File: src/rtl/snn_class_if.sv
// Classification result handshake between the spike classifier and its consumer.
// The producer holds the result steady while class_valid is high.
interface snn_class_if #(
    parameter int NUM_NEURONS = 10,
    parameter int CNT_WIDTH   = 8
);
    localparam int IW = $clog2(NUM_NEURONS);

    logic                 class_valid;
    logic                 class_ready;
    logic [IW-1:0]        class_idx;
    logic [CNT_WIDTH-1:0] class_count;
    logic                 class_tie;

    modport master (
        output class_valid,
        output class_idx,
        output class_count,
        output class_tie,
        input  class_ready
    );

    modport slave (
        input  class_valid,
        input  class_idx,
        input  class_count,
        input  class_tie,
        output class_ready
    );
endinterface

File: src/rtl/snn_spike_classifier.sv
// Spike-count classifier: accumulates per-neuron spikes over a window of
// sample ticks, then scans the counts sequentially for the winning class.
module snn_spike_classifier #(
    parameter int NUM_NEURONS = 10,
    parameter int CNT_WIDTH   = 8,
    parameter int WINDOW_LEN  = 784
) (
    input  logic                   clk,
    input  logic                   rst_n,
    input  logic                   start,
    input  logic [NUM_NEURONS-1:0] fired_flags_in,
    input  logic [NUM_NEURONS-1:0] valid_flags_in,
    output logic                   busy,
    snn_class_if.master            cls
);
    localparam int IW = $clog2(NUM_NEURONS);
    localparam int SW = $clog2(WINDOW_LEN + 1);
    localparam logic [CNT_WIDTH-1:0] CNT_MAX  = '1;
    localparam logic [SW-1:0]        LAST_TCK = SW'(WINDOW_LEN - 1);
    localparam logic [IW-1:0]        LAST_IDX = IW'(NUM_NEURONS - 1);

    typedef enum logic [1:0] {IDLE, ACCUM, SCAN, DONE} state_t;

    state_t               state_q, state_d;
    logic [CNT_WIDTH-1:0] cnt_q [NUM_NEURONS];
    logic [SW-1:0]        sample_cnt;
    logic [IW-1:0]        scan_idx;
    logic [IW-1:0]        best_idx, best_idx_d, out_idx;
    logic [CNT_WIDTH-1:0] best_cnt, best_cnt_d, out_cnt;
    logic [CNT_WIDTH-1:0] scan_val;
    logic                 tie, tie_d, out_tie;
    logic                 tick, final_tick, scan_last;

    assign tick       = |valid_flags_in;
    assign final_tick = tick && (sample_cnt == LAST_TCK);
    assign scan_last  = (scan_idx == LAST_IDX);
    assign scan_val   = cnt_q[scan_idx];

    assign busy            = (state_q == ACCUM) || (state_q == SCAN);
    assign cls.class_valid = (state_q == DONE);
    assign cls.class_idx   = out_idx;
    assign cls.class_count = out_cnt;
    assign cls.class_tie   = out_tie;

    always_comb begin
        state_d = state_q;
        unique case (state_q)
            IDLE:    if (start) state_d = ACCUM;
            ACCUM:   if (final_tick) state_d = SCAN;
            SCAN:    if (scan_last) state_d = DONE;
            DONE:    if (cls.class_ready) state_d = IDLE;
            default: state_d = IDLE;
        endcase
    end

    // Strict greater-than keeps the lowest index on equal counts.
    always_comb begin
        best_cnt_d = best_cnt;
        best_idx_d = best_idx;
        tie_d      = tie;
        if (scan_idx == '0) begin
            best_cnt_d = scan_val;
            best_idx_d = '0;
            tie_d      = 1'b0;
        end else if (scan_val > best_cnt) begin
            best_cnt_d = scan_val;
            best_idx_d = scan_idx;
            tie_d      = 1'b0;
        end else if (scan_val == best_cnt) begin
            tie_d = 1'b1;
        end
    end

    always_ff @(posedge clk or negedge rst_n) begin
        if (!rst_n) state_q <= IDLE;
        else        state_q <= state_d;
    end

    always_ff @(posedge clk or negedge rst_n) begin
        if (!rst_n) begin
            for (int g = 0; g < NUM_NEURONS; g++) cnt_q[g] <= '0;
            sample_cnt <= '0;
            scan_idx   <= '0;
            best_cnt   <= '0;
            best_idx   <= '0;
            tie        <= 1'b0;
            out_idx    <= '0;
            out_cnt    <= '0;
            out_tie    <= 1'b0;
        end else begin
            unique case (state_q)
                IDLE: begin
                    if (start) begin
                        for (int g = 0; g < NUM_NEURONS; g++) cnt_q[g] <= '0;
                        sample_cnt <= '0;
                    end
                end
                ACCUM: begin
                    for (int g = 0; g < NUM_NEURONS; g++) begin
                        if (valid_flags_in[g] && fired_flags_in[g] &&
                            cnt_q[g] != CNT_MAX)
                            cnt_q[g] <= cnt_q[g] + 1'b1;
                    end
                    if (tick) sample_cnt <= sample_cnt + 1'b1;
                    if (final_tick) begin
                        scan_idx <= '0;
                        best_cnt <= '0;
                        best_idx <= '0;
                        tie      <= 1'b0;
                    end
                end
                SCAN: begin
                    best_cnt <= best_cnt_d;
                    best_idx <= best_idx_d;
                    tie      <= tie_d;
                    scan_idx <= scan_idx + 1'b1;
                    if (scan_last) begin
                        out_idx <= best_idx_d;
                        out_cnt <= best_cnt_d;
                        out_tie <= tie_d;
                    end
                end
                default: ;
            endcase
        end
    end
endmodule
File: src/flat_wrapper.sv
// flat-port wrapper written by rule: the top's interface ports become plain ports
module snn_spike_classifier_flat 
#(
    parameter int NUM_NEURONS = 10,
    parameter int CNT_WIDTH   = 8,
    parameter int WINDOW_LEN  = 784
)
  (clk, rst_n, start, fired_flags_in, valid_flags_in, busy, cls_class_valid, cls_class_idx, cls_class_count, cls_class_tie, cls_class_ready);
  snn_class_if #(.NUM_NEURONS(NUM_NEURONS), .CNT_WIDTH(CNT_WIDTH)) cls_i ();
  input  logic clk;
  input  logic rst_n;
  input  logic start;
  input  logic [NUM_NEURONS-1:0] fired_flags_in;
  input  logic [NUM_NEURONS-1:0] valid_flags_in;
  output logic busy;
  output wire logic [$bits(cls_i.class_valid)-1:0] cls_class_valid;
  output wire logic [$bits(cls_i.class_idx)-1:0] cls_class_idx;
  output wire logic [$bits(cls_i.class_count)-1:0] cls_class_count;
  output wire logic [$bits(cls_i.class_tie)-1:0] cls_class_tie;
  input wire logic [$bits(cls_i.class_ready)-1:0] cls_class_ready;
  assign cls_class_valid = cls_i.class_valid;
  assign cls_class_idx = cls_i.class_idx;
  assign cls_class_count = cls_i.class_count;
  assign cls_class_tie = cls_i.class_tie;
  assign cls_i.class_ready = cls_class_ready;
  snn_spike_classifier #(.NUM_NEURONS(NUM_NEURONS), .CNT_WIDTH(CNT_WIDTH), .WINDOW_LEN(WINDOW_LEN)) u_core (.clk(clk), .rst_n(rst_n), .start(start), .fired_flags_in(fired_flags_in), .valid_flags_in(valid_flags_in), .busy(busy), .cls(cls_i));
endmodule
File: config.mk
export PLATFORM = sky130hd
export DESIGN_NAME = snn_spike_classifier_flat
export DESIGN_NICKNAME = d
export VERILOG_FILES = /design/src/rtl/snn_class_if.sv /design/src/rtl/snn_spike_classifier.sv /design/src/flat_wrapper.sv
export SDC_FILE = /design/constraint.sdc
export NUM_CORES = 1
export LEC_CHECK = 0
export CAP_MARGIN = 0
export CORE_MARGIN = 1.5
export CORE_UTILIZATION = 50
export CTS_CLUSTER_DIAMETER = 120
export DETAILED_ROUTE_END_ITERATION = 6
export GPL_ROUTABILITY_DRIVEN = 1
export PLACE_DENSITY = 0.76
export SYNTH_ARGS = -nofsm -noshare
export SYNTH_HDL_FRONTEND = slang
export SYNTH_SLANG_ARGS = --single-unit
File: constraint.sdc
create_clock -name clk -period 4.2 [get_ports clk]
set_input_delay 0.63 -clock clk [delete_from_list [all_inputs] [get_ports clk]]
set_output_delay 0.63 -clock clk [all_outputs]
set_load 0.01 [all_outputs]
==> results of run 1 <==
## cell type report
cell class | instances | area [um^2] | area share (%)
timing repair buffer | 47 | 470 | 5.87
clock buffer | 24 | 492 | 6.13
tap | 176 | 220 | 2.75
inverter | 19 | 71.3 | 0.890
multi-input combinational | 564 | 3620 | 45.2
sequential | 122 | 3050 | 38.1
clock inverter | 7 | 90.1 | 1.12
## cells by family after synthesis
logic type	Yosys count	share of synthesized area (%)
and+or+nand+nor	295	20.2
AOI/OAI and AO/OA	151	14.6
DFF	122	44.6
xor gates and xnor gates	49	6.26
buffers and inverters	49	2.87
muxes	43	6.74
adders and majority gates	26	4.75
## cells in the final DEF (no fill, tap or decap), drive strengths merged, types with 3 or more instances in the layout
master and n:
mux2 5, buf 10, inv 19, nand3 50
a21o 8, nor2b 4, nand2 105, o311ai 4
mux2i 36, o211ai 6, xor2 32, and4 8
xnor2 17, o31ai 3, a22o 12, clkbuf 24
or3 14, o21ai 57, clkinv 3, ha 26
o22ai 4, a22oi 6, nand4 13, a21oi 25
a32o 5, a211oi 3, and3 7, a211o 4
nor4 6, a221oi 5, dfrtp 122, nor2 62
clkdlybuf4s50 37, nor3 17
## state kept, by name (all words and copies together), names as in the netlist
signal                  cells
u_core.best_idx             4
u_core.tie                  1
u_core.cls.class_idx        4
u_core.sample_cnt          10
u_core.cls.class_tie        1
u_core.state_q              2
u_core.scan_idx             4
u_core.best_cnt             8
u_core.cnt_q               80
u_core.cls.class_count      8
## power breakdown
part / total (mW) / leakage (nW) / switching, mW / internal, mW
combinational: 1.72 / 1.44 / 1.13 / 0.594
clock: 1.45 / 0.282 / 0.518 / 0.929
sequential: 1.53 / 1.68 / 0.217 / 1.31
## path summary, 6_finish.rpt
check | from | endpoint | depth (start not counted)
setup / recovery | u_core.scan_idx[2] | u_core.best_cnt[0] | 11
hold / removal | rst_n | u_core.best_idx[3] | 1
setup reg to reg | u_core.scan_idx[2] | u_core.best_cnt[0] | 11
hold reg to reg | u_core.cls.class_tie | u_core.cls.class_tie | 2
max in group asynchronous | rst_n | u_core.scan_idx[2] | 2
min in group clk | u_core.cls.class_tie | u_core.cls.class_tie | 2
## worst register-to-register path: stages (launching register included)
cell and delay, ps:
dfrtp_1 680, nor2b_1 660, a22oi_1 190, o211ai_1 210, o31a_1 260, ha_1 280, nand4_1 110, nor2_1 90
a211oi_1 450, nor3_2 170, a21o_1 350, a22o_1 290
## routing by layer
layer	vias up	GRT usage, %	share of wire, %	wire length [um]
met2	208	41.0	48	8120
li1	2724	-	-	-
met4	0	10.5	2.9	485
met5	-	0	0	0
met3	39	5.37	5.8	975
met1	2830	31.9	43	7290
==> flow_metrics.env, run 1 <==
export IMPL_cp_required_ps=4500
export IMPL_fmax_mhz=261
export IMPL_cp_end_kind="flop"
export IMPL_cts_buffers_inserted=17
export IMPL_pre_cts_slack_ps=406
export IMPL_syn_nets=785
export IMPL_ant_nets=0
export IMPL_cp_cell_sequence="nor2b_1 > a22oi_1 > o211ai_1 > o31a_1 > ha_1 > nand4_1 > nor2_1 > a211oi_1 > nor3_2 > a21o_1 > a22o_1"
export IMPL_fin_tns_setup_ps=0
export IMPL_vias=5801
export IMPL_drtIter0Drc=616
export IMPL_postLayoutSetupSlackWorst_ps=366
export IMPL_critPathArrivalTime_ps=4140
export IMPL_cts_buffer_depth=2
export IMPL_yosysSeqAreaShare_pct=44.6
export IMPL_die_y_um=120
export IMPL_ys_flop_type="dfrtp_1"
export IMPL_drive_above_1_share_pct=7.54
export IMPL_io_buffer_count=38
export IMPL_cts_sink_count=122
export IMPL_place_hpwl_mm=12.1
export IMPL_cts_tree="yes"
export IMPL_worstSkewPairLatency_ps=420
export IMPL_path_class="flop to flop"
export IMPL_cp_buffers_inverters=0
export IMPL_maxCapViolCount=0
export IMPL_fin_crit_sh_pct=91.3
export IMPL_grt_overflow=0
export IMPL_final_max_slew_violation_count=0
export IMPL_grt_antenna_before_repair=0
export IMPL_cts_hold_buf=0
export IMPL_core_area_mm2=0.0133
export IMPL_placed_cell_area_mm2=0.00743
export IMPL_synth_top_area_share_pct=44.6
export IMPL_cp_top_family="compound AO/OA/AOI/OAI gates"
export IMPL_die_area_mm2=0.0144
export IMPL_powerDensity_mw_per_mm2=586
export IMPL_routed_wl_mm=16.9
export IMPL_grt_max_degree=65
export IMPL_syn_area_mm2=0.00685
export IMPL_routedWlPerCell_um=17.6
export IMPL_final_util_pct=60.3
export IMPL_yosys_register_bits=122
export IMPL_timing_hold_violations_final=0
export IMPL_ctsHtreeMaxLevel=4
export IMPL_hp_class="input pin to async pin"
export IMPL_setup_viol_count_final=0
export IMPL_synthesis_instances=735
export IMPL_syn_area_per_cell_um2=9.32
export IMPL_rsz0062_at_grt="no"
export IMPL_leakage_nw=3.40
export IMPL_synthTopCellsByCount="dfrtp_1 (122), nand2_1 (105), nor2_1 (61)"
export IMPL_max_stage_delay_ps=680
export IMPL_grt_util_all_layers_pct=24.9
export IMPL_yosysMostFrequentCell="dfrtp_1"
export IMPL_synth_area_leader_cell="dfrtp_1"
export IMPL_hold_slack_ps=273
export IMPL_dr_pass1_iters=5
export IMPL_ir_worst_vdd_mv=0.323
export IMPL_outcome="finished clean"
export IMPL_cts_resized=0
export IMPL_fin_nets=821
export IMPL_min_period_ps=3830
export IMPL_synth_edf_count=0
export IMPL_final_area_mm2=0.00802
export IMPL_skew_ps=9.86
export IMPL_worst_pin_slew_ps=850
export IMPL_start_util_pct=51.5
export IMPL_reg2reg_setup_slack_ps=370
export IMPL_ys_async_sr_fraction_pct=100
export IMPL_final_cells=959
export IMPL_slew_headroom_pct=42.5
export IMPL_grt_first_pass_wirelength_mm=28.1
export IMPL_grt_pass1_vias=5643
export IMPL_nFillCells=1118
export IMPL_antenna_cells=0
export IMPL_die_w_um=120
export IMPL_place_congestion=0.969
export IMPL_cp_max_fo=15
export IMPL_pin_count=39
export IMPL_synth_area_leaders="dfrtp_1 (45%), nand2_1 (5.8%), mux2i_1 (5.3%), ha_1 (4.7%), o21ai_0 (4.1%)"
export IMPL_design_power_total_mw=4.70
export IMPL_ys_types=54
export IMPL_rows=42
export IMPL_dpl_cell_count=928
export IMPL_startpoint_type="flop"
export IMPL_crit_slowest_cell="dfrtp_1"
export IMPL_areaGrowthSynthToFinish_pct=17.0
export IMPL_synth_warnings=0
export IMPL_cts_setup_buffers=0
export IMPL_clock_root_buffer="clkbuf_16"
export IMPL_clk_pin_slew_worst_paths_ps=60
export IMPL_viasPerCell=6.05
export IMPL_drcViolationCount=0
Note: power is estimated with default switching activity, not from simulation.
==> run 2, diff against run 1 <==
Settings changed: CORE_MARGIN 1.5 to not set.
==> flow_metrics.env, run 2 (same netlist as run 1, synthesis figures left out) <==
export IMPL_maxCapViolCount=0
export IMPL_startpoint="u_core.scan_idx[3]"
export IMPL_layout_common_cells="dfrtp_1 (122), nand2_1 (105), nor2_1 (60), o21ai_0 (56), nand3_1 (50)"
export IMPL_min_period_ps=3880
export IMPL_worstSkewPairLatency_ps=430
export IMPL_cts_hold_buf=0
export IMPL_r2r_end="u_core.cls.class_count[1]"
export IMPL_die_w_um=119
export IMPL_cts_sink_count=122
export IMPL_cts_buffer_depth=2
export IMPL_critPathArrivalTime_ps=4150
export IMPL_rsz0062_at_grt="no"
export IMPL_drtIter0Drc=554
export IMPL_p_seq_share_pct=31.5
export IMPL_p_switching_mw=1.90
export IMPL_outcome="finished clean"
export IMPL_final_area_mm2=0.00807
export IMPL_powerDensity_mw_per_mm2=592
export IMPL_die_y_um=119
export IMPL_cp_required_ps=4470
export IMPL_final_util_pct=60.7
export IMPL_regMostFlops="u_core.cnt_q"
export IMPL_startpoint_type="flop"
export IMPL_switching_share_pct=39.8
export IMPL_clkPwrFrac_pct=30.8
export IMPL_io_buffer_count=38
export IMPL_cts_tree="yes"
export IMPL_routed_wl_mm=16.8
export IMPL_comb_power_share_pct=37.7
export IMPL_pin_count=39
export IMPL_rr_worst_depth=12
export IMPL_routedWlPerCell_um=17.4
export IMPL_p_int_mw=2.88
export IMPL_dr_pass1_iters=5
export IMPL_grt_first_pass_wirelength_mm=28.5
export IMPL_cts_resized=0
export IMPL_fin_crit_sh_pct=92.4
export IMPL_skew_ps=9.50
export IMPL_place_hpwl_mm=11.8
export IMPL_grt_max_degree=123
export IMPL_cts_setup_buffers=0
export IMPL_clk_pin_slew_worst_paths_ps=60
export IMPL_ant_nets=0
export IMPL_reg2reg_setup_slack_ps=320
export IMPL_die_area_mm2=0.0142
export IMPL_design_power_total_mw=4.78
export IMPL_leakage_nw=3.43
export IMPL_drcViolationCount=0
export IMPL_largest_register_ffs=80
export IMPL_areaGrowthSynthToFinish_pct=17.8
export IMPL_ctsHtreeMaxLevel=4
export IMPL_place_congestion=0.946
export IMPL_setup_viol_count_final=0
export IMPL_cts_buffers_inserted=17
export IMPL_vias=5761
export IMPL_fin_nets=826
export IMPL_viasPerCell=5.97
export IMPL_fin_tns_setup_ps=0
export IMPL_grt_util_all_layers_pct=25.7
export IMPL_reg2reg_from="u_core.scan_idx[3]"
export IMPL_timing_hold_violations_final=0
export IMPL_grt_overflow=0
export IMPL_cp_end_kind="flop"
export IMPL_fmax_mhz=258
export IMPL_ir_worst_vdd_mv=0.322
export IMPL_grt_pass1_vias=5566
export IMPL_hp_class="input pin to async pin"
export IMPL_placed_cell_area_mm2=0.00747
export IMPL_path_class="flop to flop"
export IMPL_start_util_pct=51.5
export IMPL_core_area_mm2=0.0133
export IMPL_reg_largest_list="u_core.cnt_q: 80 flops, u_core.sample_cnt: 10 flops"
export IMPL_cp_max_fo=17
export IMPL_drive_above_1_share_pct=8.49
export IMPL_grt_antenna_before_repair=0
export IMPL_final_max_slew_violation_count=0
export IMPL_worst_pin_slew_ps=794
export IMPL_rows=42
export IMPL_clock_root_buffer="clkbuf_16"
export IMPL_slew_headroom_pct=47.1
export IMPL_antenna_cells=0
export IMPL_final_common_cell="dfrtp_1"
## run 2: cell count changes in the layout (fill, tap and decap cells not counted)
cell | previous run | this run
clkinv_4 | 0 | 1
buf_4 | 8 | 13
clkinvlp_4 | 2 | 3
inv_6 | 0 | 1
clkbuf_1 | 3 | 1
## run 2: worst max-delay path: stages, from the launching register on
cell      delay (ps)
dfrtp_1          710
nor2b_1          560
a22oi_1          210
o211ai_1         220
o31a_1           240
ha_1             170
nand4_1          120
nor2_1           290
a21oi_1          160
nor3_2           420
buf_4            280
mux2i_1          240
o21ai_0          100
## run 2: routing by layer
| metal | routed length [um] | track usage [%] | vias up | part of all wire, % |
|---|---|---|---|---|
| met1 | 7500 | 34.1 | 2814 | 45 |
| met2 | 8070 | 40.8 | 181 | 48 |
| li1 | - | - | 2726 | - |
| met3 | 834 | 4.79 | 40 | 5.0 |
| met4 | 435 | 11.5 | 0 | 2.6 |
| met5 | 0 | 0 | - | 0 |
## run 2: worst max path at each step
stage | end | slack, ps | depth (start not counted)
6_report | u_core.cls.class_count[1] | 320 | 12
5_1_grt | u_core.cls.class_count[1] | 30 | 13
4_1_cts | u_core.cls.class_count[1] | 410 | 12
3_5_place_dp | u_core.cls.class_count[1] | 440 | 12
3_3_place_gp | u_core.best_cnt[4] | 620 | 11
2_1_floorplan | u_core.cls.class_count[6] | 820 | 13
## run 2: area by class of cell
cell class                      instances  area (um^2)
Timing Repair Buffer                   52          508
Multi-Input combinational cell        564         3620
Clock inverter                         10          115
Clock buffer                           22          484
Inverter                               19         71.3
Tap cell                              176          220
Sequential cell                       122         3050
Fill cell                            1074         5220
## run 2: through the flow
stage                     hold slack, ps  worst slack, ps  std cells
after global placement               462              616        933
after floorplan                      334              818        735
after CTS                            342              411        965
after global routing                 359             28.3        965
final                                293              320        965
after detailed placement             473              436        933
## run 2: power by group through the flow
stage / Clock [mW] / Combinational (mW) / Sequential, mW
floorplan: 0 / 1.30 / 1.44
CTS: 1.48 / 1.78 / 1.50
global placement: 0 / 1.71 / 1.51
global route: 1.54 / 1.98 / 1.53
detailed placement: 0 / 1.77 / 1.52
finish: 1.47 / 1.80 / 1.51
